`src/rtl/o_serializer.sv`:
```
// o_serializer: output-direction serializer for the I/O primitive library.
// Accepts parallel words over a valid/ready handshake and drives them one bit
// per enabled clock on Q, with OE framing the data for a tristate pad buffer.
// A one-word holding register lets consecutive words stream with no idle bit.
//
// Ports:
//   CLK      in   clock, rising edge
//   RST      in   synchronous active-high reset
//   EN       in   block enable; low freezes all state
//   D        in   parallel word (WIDTH bits)
//   D_VALID  in   D holds a valid word
//   D_READY  out  combinational: a word can be accepted this cycle
//   Q        out  registered serial data
//   OE       out  registered output enable, high while Q carries data
//   BUSY     out  registered: word in shifter or holding register
module o_serializer #(
    parameter int unsigned WIDTH      = 8,
    parameter string       BIT_ORDER  = "LSB_FIRST",
    parameter string       IDLE_VALUE = "HIGH"
) (
    input  logic             CLK,
    input  logic             RST,
    input  logic             EN,
    input  logic [WIDTH-1:0] D,
    input  logic             D_VALID,
    output logic             D_READY,
    output logic             Q,
    output logic             OE,
    output logic             BUSY
);

    // Parameter legality, rejected at elaboration
    if (WIDTH < 2 || WIDTH > 16) begin : g_bad_width
        $fatal(1, "%m: WIDTH=%0d outside legal range 2..16", WIDTH);
    end
    if (BIT_ORDER != "LSB_FIRST" && BIT_ORDER != "MSB_FIRST") begin : g_bad_order
        $fatal(1, "%m: BIT_ORDER must be \"LSB_FIRST\" or \"MSB_FIRST\"");
    end
    if (IDLE_VALUE != "HIGH" && IDLE_VALUE != "LOW") begin : g_bad_idle
        $fatal(1, "%m: IDLE_VALUE must be \"HIGH\" or \"LOW\"");
    end

    localparam int unsigned CW     = (WIDTH > 2) ? $clog2(WIDTH) : 1;
    localparam logic [CW-1:0] LAST = CW'(WIDTH - 1);
    localparam bit   MSB_ORDER     = (BIT_ORDER == "MSB_FIRST");
    localparam logic IDLE_Q        = (IDLE_VALUE == "HIGH") ? 1'b1 : 1'b0;

    localparam logic [0:0] S_IDLE  = 1'b0;
    localparam logic [0:0] S_SHIFT = 1'b1;

    logic [0:0]       state,     state_nxt;
    logic [WIDTH-1:0] sh,        sh_nxt;
    logic [CW-1:0]    cnt,       cnt_nxt;
    logic [WIDTH-1:0] hold,      hold_nxt;
    logic             hold_full, hold_full_nxt;
    logic             q_r,       q_nxt;
    logic             oe_r,      oe_nxt;
    logic             busy_r,    busy_nxt;

    logic             accept;
    logic             do_load;
    logic [WIDTH-1:0] load_word;

    // Bit that goes on Q first for a freshly loaded word
    function automatic logic first_bit(input logic [WIDTH-1:0] w);
        return MSB_ORDER ? w[WIDTH-1] : w[0];
    endfunction

    // Shift the next bit into the position first_bit() reads
    function automatic logic [WIDTH-1:0] advance(input logic [WIDTH-1:0] w);
        return MSB_ORDER ? (w << 1) : (w >> 1);
    endfunction

    assign D_READY = !RST && EN && !hold_full;
    assign accept  = D_VALID && D_READY;

    // Next-state and next-output logic
    always_comb begin
        state_nxt     = state;
        sh_nxt        = sh;
        cnt_nxt       = cnt;
        hold_nxt      = hold;
        hold_full_nxt = hold_full;
        q_nxt         = q_r;
        oe_nxt        = oe_r;
        do_load       = 1'b0;
        load_word     = D;

        if (EN) begin
            if (state == S_IDLE || cnt == LAST) begin
                // Word boundary: held word first, then a bypass load, else go idle
                if (hold_full) begin
                    do_load       = 1'b1;
                    load_word     = hold;
                    hold_full_nxt = 1'b0;
                end else if (accept) begin
                    do_load = 1'b1;
                end else begin
                    state_nxt = S_IDLE;
                    q_nxt     = IDLE_Q;
                    oe_nxt    = 1'b0;
                    cnt_nxt   = '0;
                end
            end else begin
                // Mid-word: drive the next bit, park any new word
                q_nxt   = first_bit(sh);
                sh_nxt  = advance(sh);
                cnt_nxt = cnt + CW'(1);
                if (accept) begin
                    hold_nxt      = D;
                    hold_full_nxt = 1'b1;
                end
            end

            if (do_load) begin
                state_nxt = S_SHIFT;
                q_nxt     = first_bit(load_word);
                sh_nxt    = advance(load_word);
                cnt_nxt   = '0;
                oe_nxt    = 1'b1;
            end
        end

        busy_nxt = (state_nxt == S_SHIFT) || hold_full_nxt;
    end

    // State register
    always_ff @(posedge CLK) begin
        if (RST) begin
            state     <= S_IDLE;
            sh        <= '0;
            cnt       <= '0;
            hold      <= '0;
            hold_full <= 1'b0;
            q_r       <= IDLE_Q;
            oe_r      <= 1'b0;
            busy_r    <= 1'b0;
        end else begin
            state     <= state_nxt;
            sh        <= sh_nxt;
            cnt       <= cnt_nxt;
            hold      <= hold_nxt;
            hold_full <= hold_full_nxt;
            q_r       <= q_nxt;
            oe_r      <= oe_nxt;
            busy_r    <= busy_nxt;
        end
    end

    assign Q    = q_r;
    assign OE   = oe_r;
    assign BUSY = busy_r;

endmodule

```
`config.mk`:
```
export PLATFORM = sky130hd
export DESIGN_NAME = o_serializer
export DESIGN_NICKNAME = d
export VERILOG_FILES = /design/src/rtl/o_serializer.sv
export SDC_FILE = /design/constraint.sdc
export NUM_CORES = 1
export LEC_CHECK = 0
export ABC_AREA = 1
export CAP_MARGIN = 25
export CORE_UTILIZATION = 40
export CTS_CLUSTER_DIAMETER = 100
export DETAILED_ROUTE_END_ITERATION = 10
export HOLD_SLACK_MARGIN = 0.1
export SKIP_CTS_REPAIR_TIMING = 1
export SLEW_MARGIN = 10
export SYNTH_ARGS = -nofsm -noshare
export SYNTH_HDL_FRONTEND = slang
export SYNTH_SLANG_ARGS = --single-unit
```
`constraint.sdc`:
```
create_clock -name CLK -period 1.7 [get_ports CLK]
set_input_delay 0.34 -clock CLK [delete_from_list [all_inputs] [get_ports CLK]]
set_output_delay 0.34 -clock CLK [all_outputs]
set_load 0.05 [all_outputs]
```
==> results.yml, run 1 <==
clock_tree:
  clock_latency_ns: 0.32
  cts_buffers: 3
  cts.htree.levels: 1
  cts_tree: "done"
  clk_pin_slew_ns: 0.12
  cts.sinks: 23
  cts.path.max_buffers: 2
  cts-root-buf: "clkbuf_4"
timing:
  rsz0062_at_grt: "yes"
  drv_slew: 0
  hold_violations: 0
  timing.final.crit_period_ns: 1.66
  post-route-period-util_pct: 97.5
  setup_viol: 0
  max_freq_mhz: 603
  worstMarginPinSlew_ns: 0.357
  finalSetupTns_ns: 0
  worst_slack_ns: 0.0430
  clock_skew_ns: 0.00448
  slew-limit-headroom_pct: 76.2
power:
  clkPwrFrac_pct: 24.9
  internal_power_uw: 749
  p_per_area_nw_per_um2: 724
  p_leak_uw: 0.000701
  power.total_uw: 1060
  switchingPower_uw: 307
  comb_power_share_pct: 20.8
  swShare_pct: 29.1
  ir_drop_v: 0.000439
  p_seq_share_pct: 54.3
placement:
  numPortBuffers: 15
  dp_cells: 218
  post-place-ws_ns: -0.141
  gp_congestion: 0.794
  place_hpwl_mm: 1.85
detailed_routing:
  viasPerCell: 4.95
  wire_per_inst_um: 11.1
  wl_mm: 2.47
  drc: 0
  vias: 1100
  drtIter0Drc: 31
  dr.pass1.iters: 4
  ant_nets: 0
global_routing:
  grt_usage_pct: 16.9
  top_usage_layer: "met2"
  use_met2_pct: 27.4
  use_met3_pct: 2.09
  grt_use_met1_pct: 22.0
  first_global_vias: 967
  grt_pass1_wl_mm: 4.13
  antenna_found_initial: 0
  grt.overflow.total: 0
  grt_max_degree: 18
synthesis:
  synth.distinct_cells: 22
  yosysSeqAreaShare_pct: 39.4
  synth_warnings: 0
  synth_edf_count: 0
  ys_seq_elements: 23
  syn_area_um2: 1170
  synth_cells: 164
  ys.flop_type: "dfxtp_1"
  yosysMostFrequentCell: "nand2_1"
  synth.avg_cell_area_um2: 7.13
  synth_top_cell_area_share_pct: 39.4
  synth_common_cells: "nand2_1 (35), dfxtp_1 (23), inv_1 (19), nor2_1 (19), nand3_1 (15)"
  synth-async-reset-ratio_pct: 0
  yosys-top-cells-area: "dfxtp_1 (39%), nand2_1 (11%), nand3_1 (6.4%), inv_1 (6.1%), nor2_1 (6.1%)"
  syn-num-nets: 178
  yosysTopAreaCell: "dfxtp_1"
floorplanning:
  dieArea_um2: 3140
  io_pins: 16
  die_width_um: 56.1
  start_util_pct: 42.4
  core-area_um2: 2760
  die_h_um: 56.1
  rows: 19
flow_run:
  max_cap_violations: 0
layout:
  final_core_util_pct: 52.9
  nNetsFinal: 206
  final_cell_count_no_fill: 222
  drive_gt1_share_pct: 19.4
  n_antenna_cell: 0
  fillCellCount: 278
  area_delta_synth_final_pct: 24.7
min_path:
  hold_class: "flip-flop to flip-flop"
setup_path:
  start_kind: "input pin"
  end_kind: "output pin"
  critPathArrivalTime_ns: 1.32
  cp_max_fo: 2
  worst_ep_required_time_ns: 1.36
  critPathKind: "input pin to output pin"
outcome:
  status: "complete, no violations"
## critical path, cell delays in order
cell,delay [ns]
clkdlybuf4s50_1,0.52
inv_4,0.05
nand2_4,0.08
nor2_4,0.04
buf_4,0.15
buf_12,0.14
## final timing paths
kind / depth (start not counted) / to / startpoint / slack (ns)
hold / removal: 2 / cnt[2] / cnt[2] / 0.48
hold reg to reg: 2 / cnt[2] / cnt[2] / 0.48
setup reg to reg: 10 / hold[7] / cnt[1] / 0.10
setup / recovery: 6 / D_READY / RST / 0.04
## cell type report
cell class | count | area (um^2) | share of cell area, %
Inverter | 21 | 81.3 | 5.57
Tap cell | 31 | 38.8 | 2.66
Timing Repair Buffer | 28 | 253 | 17.3
Multi-Input combinational cell | 115 | 599 | 41.1
Sequential cell | 23 | 460 | 31.6
Clock buffer | 4 | 26.3 | 1.80
## through the flow
| stage | hold slack, ns | cell area (um^2) |
|---|---|---|
| after floorplan | 0.409 | 1170 |
| after global placement | 0.453 | 1430 |
| after detailed placement | 0.458 | 1430 |
| after CTS | 0.477 | 1450 |
| after global routing | 0.505 | 1460 |
| final | 0.476 | 1460 |
## routing by layer
metal | up-vias | wire (um) | part of all wire (%)
met5 | - | 0 | 0
met1 | 499 | 1230 | 50
li1 | 580 | - | -
met4 | 0 | 48 | 1.9
met2 | 16 | 1140 | 46
met3 | 5 | 60 | 2.4
## flip-flops by register name, summed over array words and instances (netlist names)
signal and flops:
OE 1, hold 8, hold_full 1, state 1, cnt 3, sh 7
BUSY 1, Q 1
## layout by cell type, fill, tap and decap left out, drive strengths merged, types with 3 or more instances in the layout
cell type       n
inv            21
clkdlybuf4s50  10
dfxtp          23
o21ai          15
nor2           21
clkbuf          4
nand2          42
a21oi          14
nand4           3
buf            17
nand3          15
## power groups by stage
stage | clock network, uW | logic, uW | registers [uW]
2_1_floorplan | 0 | 118 | 602
3_3_place_gp | 0 | 217 | 585
3_5_place_dp | 0 | 219 | 586
4_1_cts | 277 | 220 | 574
6_report | 263 | 220 | 574
5_1_grt | 296 | 241 | 577
## logic make-up (layout without fill, tap and decap cells)
group | Yosys count | in the layout | share of synthesized area [%]
flops | 23 | 23 | 39.4
simple gates | 83 | 83 | 33.9
buf+inv | 26 | 53 | 9.63
fa+ha+maj | 2 | 2 | 2.14
compound gates | 30 | 30 | 15.0
(Power assumes the default switching activity.)
==> run 2: changes to the inputs <==
Settings changed: ABC_AREA 1 to unset.
==> run 2 against run 1 <==
First-iteration DRC count down 35%. Sequential share of layout area increased by 1.3 points. Combinational power about the same. Clock power decreased by 2%. Critical path type unchanged. Non-clock buffer count fell by 1. Synthesized area is 0.11% lower. Critical path depth down 2.
==> results.yml, run 2 <==
outcome:
  status: "complete, no violations"
synthesis:
  yosysSeqAreaShare_pct: 39.4
  synth-async-reset-ratio_pct: 0
  ys.flop_type: "dfxtp_1"
  synth_edf_count: 0
  yosysMostFrequentCell: "dfxtp_1"
  ys_seq_elements: 23
  syn_area_um2: 1170
  syn-num-nets: 143
  yosys-top-cells-area: "dfxtp_1 (39%), o32ai_1 (5.2%), o211ai_1 (5.1%), a211oi_1 (4.5%), buf_4 (4.5%)"
  synth.distinct_cells: 30
  synth_cells: 129
  synth_common_cells: "dfxtp_1 (23), nand2_1 (11), nand3_1 (10)"
  yosysTopAreaCell: "dfxtp_1"
  synth_top_cell_area_share_pct: 39.4
  synth_warnings: 0
  synth.avg_cell_area_um2: 9.06
setup_path:
  worstRegToRegCells: 6
  end_kind: "output pin"
  start_kind: "input pin"
  crit_slowest_cell: "clkdlybuf4s50_1"
  slowest_delay_ns: 0.51
  worst_ep_required_time_ns: 1.36
  critPathArrivalTime_ns: 1.26
  critPathKind: "input pin to output pin"
  crit_chain: "clkdlybuf4s50_1, nand2b_1, nor2_2, buf_12"
  cp_max_fo: 3
power:
  p_leak_uw: 0.000567
  p_per_area_nw_per_um2: 757
  ir_drop_v: 0.000444
floorplanning:
  dieArea_um2: 3140
  io_pins: 16
  rows: 19
  core-area_um2: 2760
  start_util_pct: 42.4
  die_h_um: 56.1
  die_width_um: 56.1
flow_run:
  max_cap_violations: 0
layout:
  largest_reg_flops: 8
  top_regs: "hold (8), sh (7), cnt (3)"
  largest-register: "hold"
  fillCellCount: 286
  area_delta_synth_final_pct: 20.2
  n_antenna_cell: 0
  nNetsFinal: 163
  final_common_cell: "dfxtp_1"
  multiInputGateArea_um2: 597
  final_cell_mix: "dfxtp_1 (22), buf_4 (14), nand2_1 (11), clkdlybuf4s50_1 (11), nand3_1 (10)"
  regArea_um2: 462
  drive_gt1_share_pct: 20.3
clock_tree:
  cts-root-buf: "clkbuf_4"
  cts.sinks: 23
  cts.path.max_buffers: 2
  clk_pin_slew_ns: 0.13
  cts_tree: "done"
  cts_buffers: 3
  clock_latency_ns: 0.31
  cts.htree.levels: 1
global_routing:
  antenna_found_initial: 0
  grt_pass1_wl_mm: 4.19
  grt.overflow.total: 0
  first_global_vias: 874
  grt_usage_pct: 16.7
  grt_max_degree: 18
timing:
  timing.final.crit_period_ns: 1.60
  max_freq_mhz: 624
  worstMarginPinSlew_ns: 0.359
  clock_skew_ns: 0.00141
  finalSetupTns_ns: 0
  slew-limit-headroom_pct: 76.0
  hold_violations: 0
  drv_slew: 0
  setup_viol: 0
  rsz0062_at_grt: "no"
  whs_ns: 0.480
  post-route-period-util_pct: 94.2
detailed_routing:
  wire_per_inst_um: 13.3
  vias: 1004
  drtIter0Drc: 20
  wl_mm: 2.39
  viasPerCell: 5.61
  ant_nets: 0
  drc: 0
  dr.pass1.iters: 4
placement:
  numPortBuffers: 15
  place_hpwl_mm: 1.73
  gp_congestion: 0.746
min_path:
  hold_depth: 2
  hold_class: "flip-flop to flip-flop"
## run 2: cell types whose count changed in the layout (fill, tap and decap cells not counted), moves of 5 or more
| cell | delta |
|---|---|
| o32ai_1 | +7 |
| and3b_1 | +6 |
| inv_1 | -13 |
| o211ai_1 | +8 |
| nor2_1 | -19 |
| a211oi_1 | +5 |
| nand2_1 | -23 |
| nand3_1 | -5 |
| o21ai_1 | -5 |
| nand2b_1 | +5 |
## run 2: final cells by class
cell class,instances,share of cell area [%]
Multi-Input combinational cell,87,42.5
Sequential cell,23,32.9
Tap cell,31,2.76
Clock buffer,4,1.87
Inverter,7,1.87
Timing Repair Buffer,27,18.2
## run 2: metrics by stage
step | power [uW] | setup slack [ns] | utilization, % | cells | instance area (um^2)
after CTS | 1070 | 0.0495 | 50.5 | 179 | 1390
after floorplan | 736 | 0.225 | - | 129 | 1170
after detailed placement | 815 | -0.0710 | 49.6 | 175 | 1370
after global placement | 812 | -0.0249 | 49.6 | 175 | 1370
final | 1060 | 0.0983 | 51.0 | 179 | 1410
after global routing | 1120 | 0.00558 | 51.0 | 179 | 1410
## run 2: worst max-delay path: cells and delay by family
family	cells	cell delay (ns)
buffers and inverters	2	0.66
and+or+nand+nor	2	0.26
## run 2: kinds of logic (layout without fill, tap and decap cells)
logic type	Yosys count	after routing	synth area share [%]
AOI/OAI and AO/OA	42	42	25.6
adders and majority gates	2	2	2.14
buffers and inverters	19	38	10.6
DFF	23	23	39.4
and+or+nand+nor	43	43	22.3
## run 2: power breakdown
group | total, uW | switching [uW] | internal, uW | leakage (uW)
clock network | 258 | 166 | 91.6 | 0.0000150
logic | 223 | 117 | 105 | 0.000364
registers | 583 | 18.2 | 565 | 0.000188
total | 1060 | 302 | 762 | 0.000567
## run 2: routing by layer
layer | GRT usage (%) | share of wire, % | up-vias
met4 | 6.27 | 1.0 | 0
met3 | 2.33 | 3.7 | 4
met5 | 0 | 0 | -
met1 | 25.4 | 54 | 469
met2 | 23.8 | 41 | 20
li1 | - | - | 511
## run 2: worst paths after layout
| path | endpoint | slack (ns) | startpoint |
|---|---|---|---|
| worst max register to register | sh[0] | 0.13 | cnt[0] |
| worst max-delay path | D_READY | 0.1 | EN |
| worst min register to register | sh[6] | 0.48 | sh[6] |
| worst min-delay path | sh[6] | 0.48 | sh[6] |
==> run 3: changes to the inputs <==
Settings changed: SKIP_CTS_REPAIR_TIMING 1 to unset.
==> results of run 3 <==
The final DEF is identical to that of run 2; final timing and power are the same.
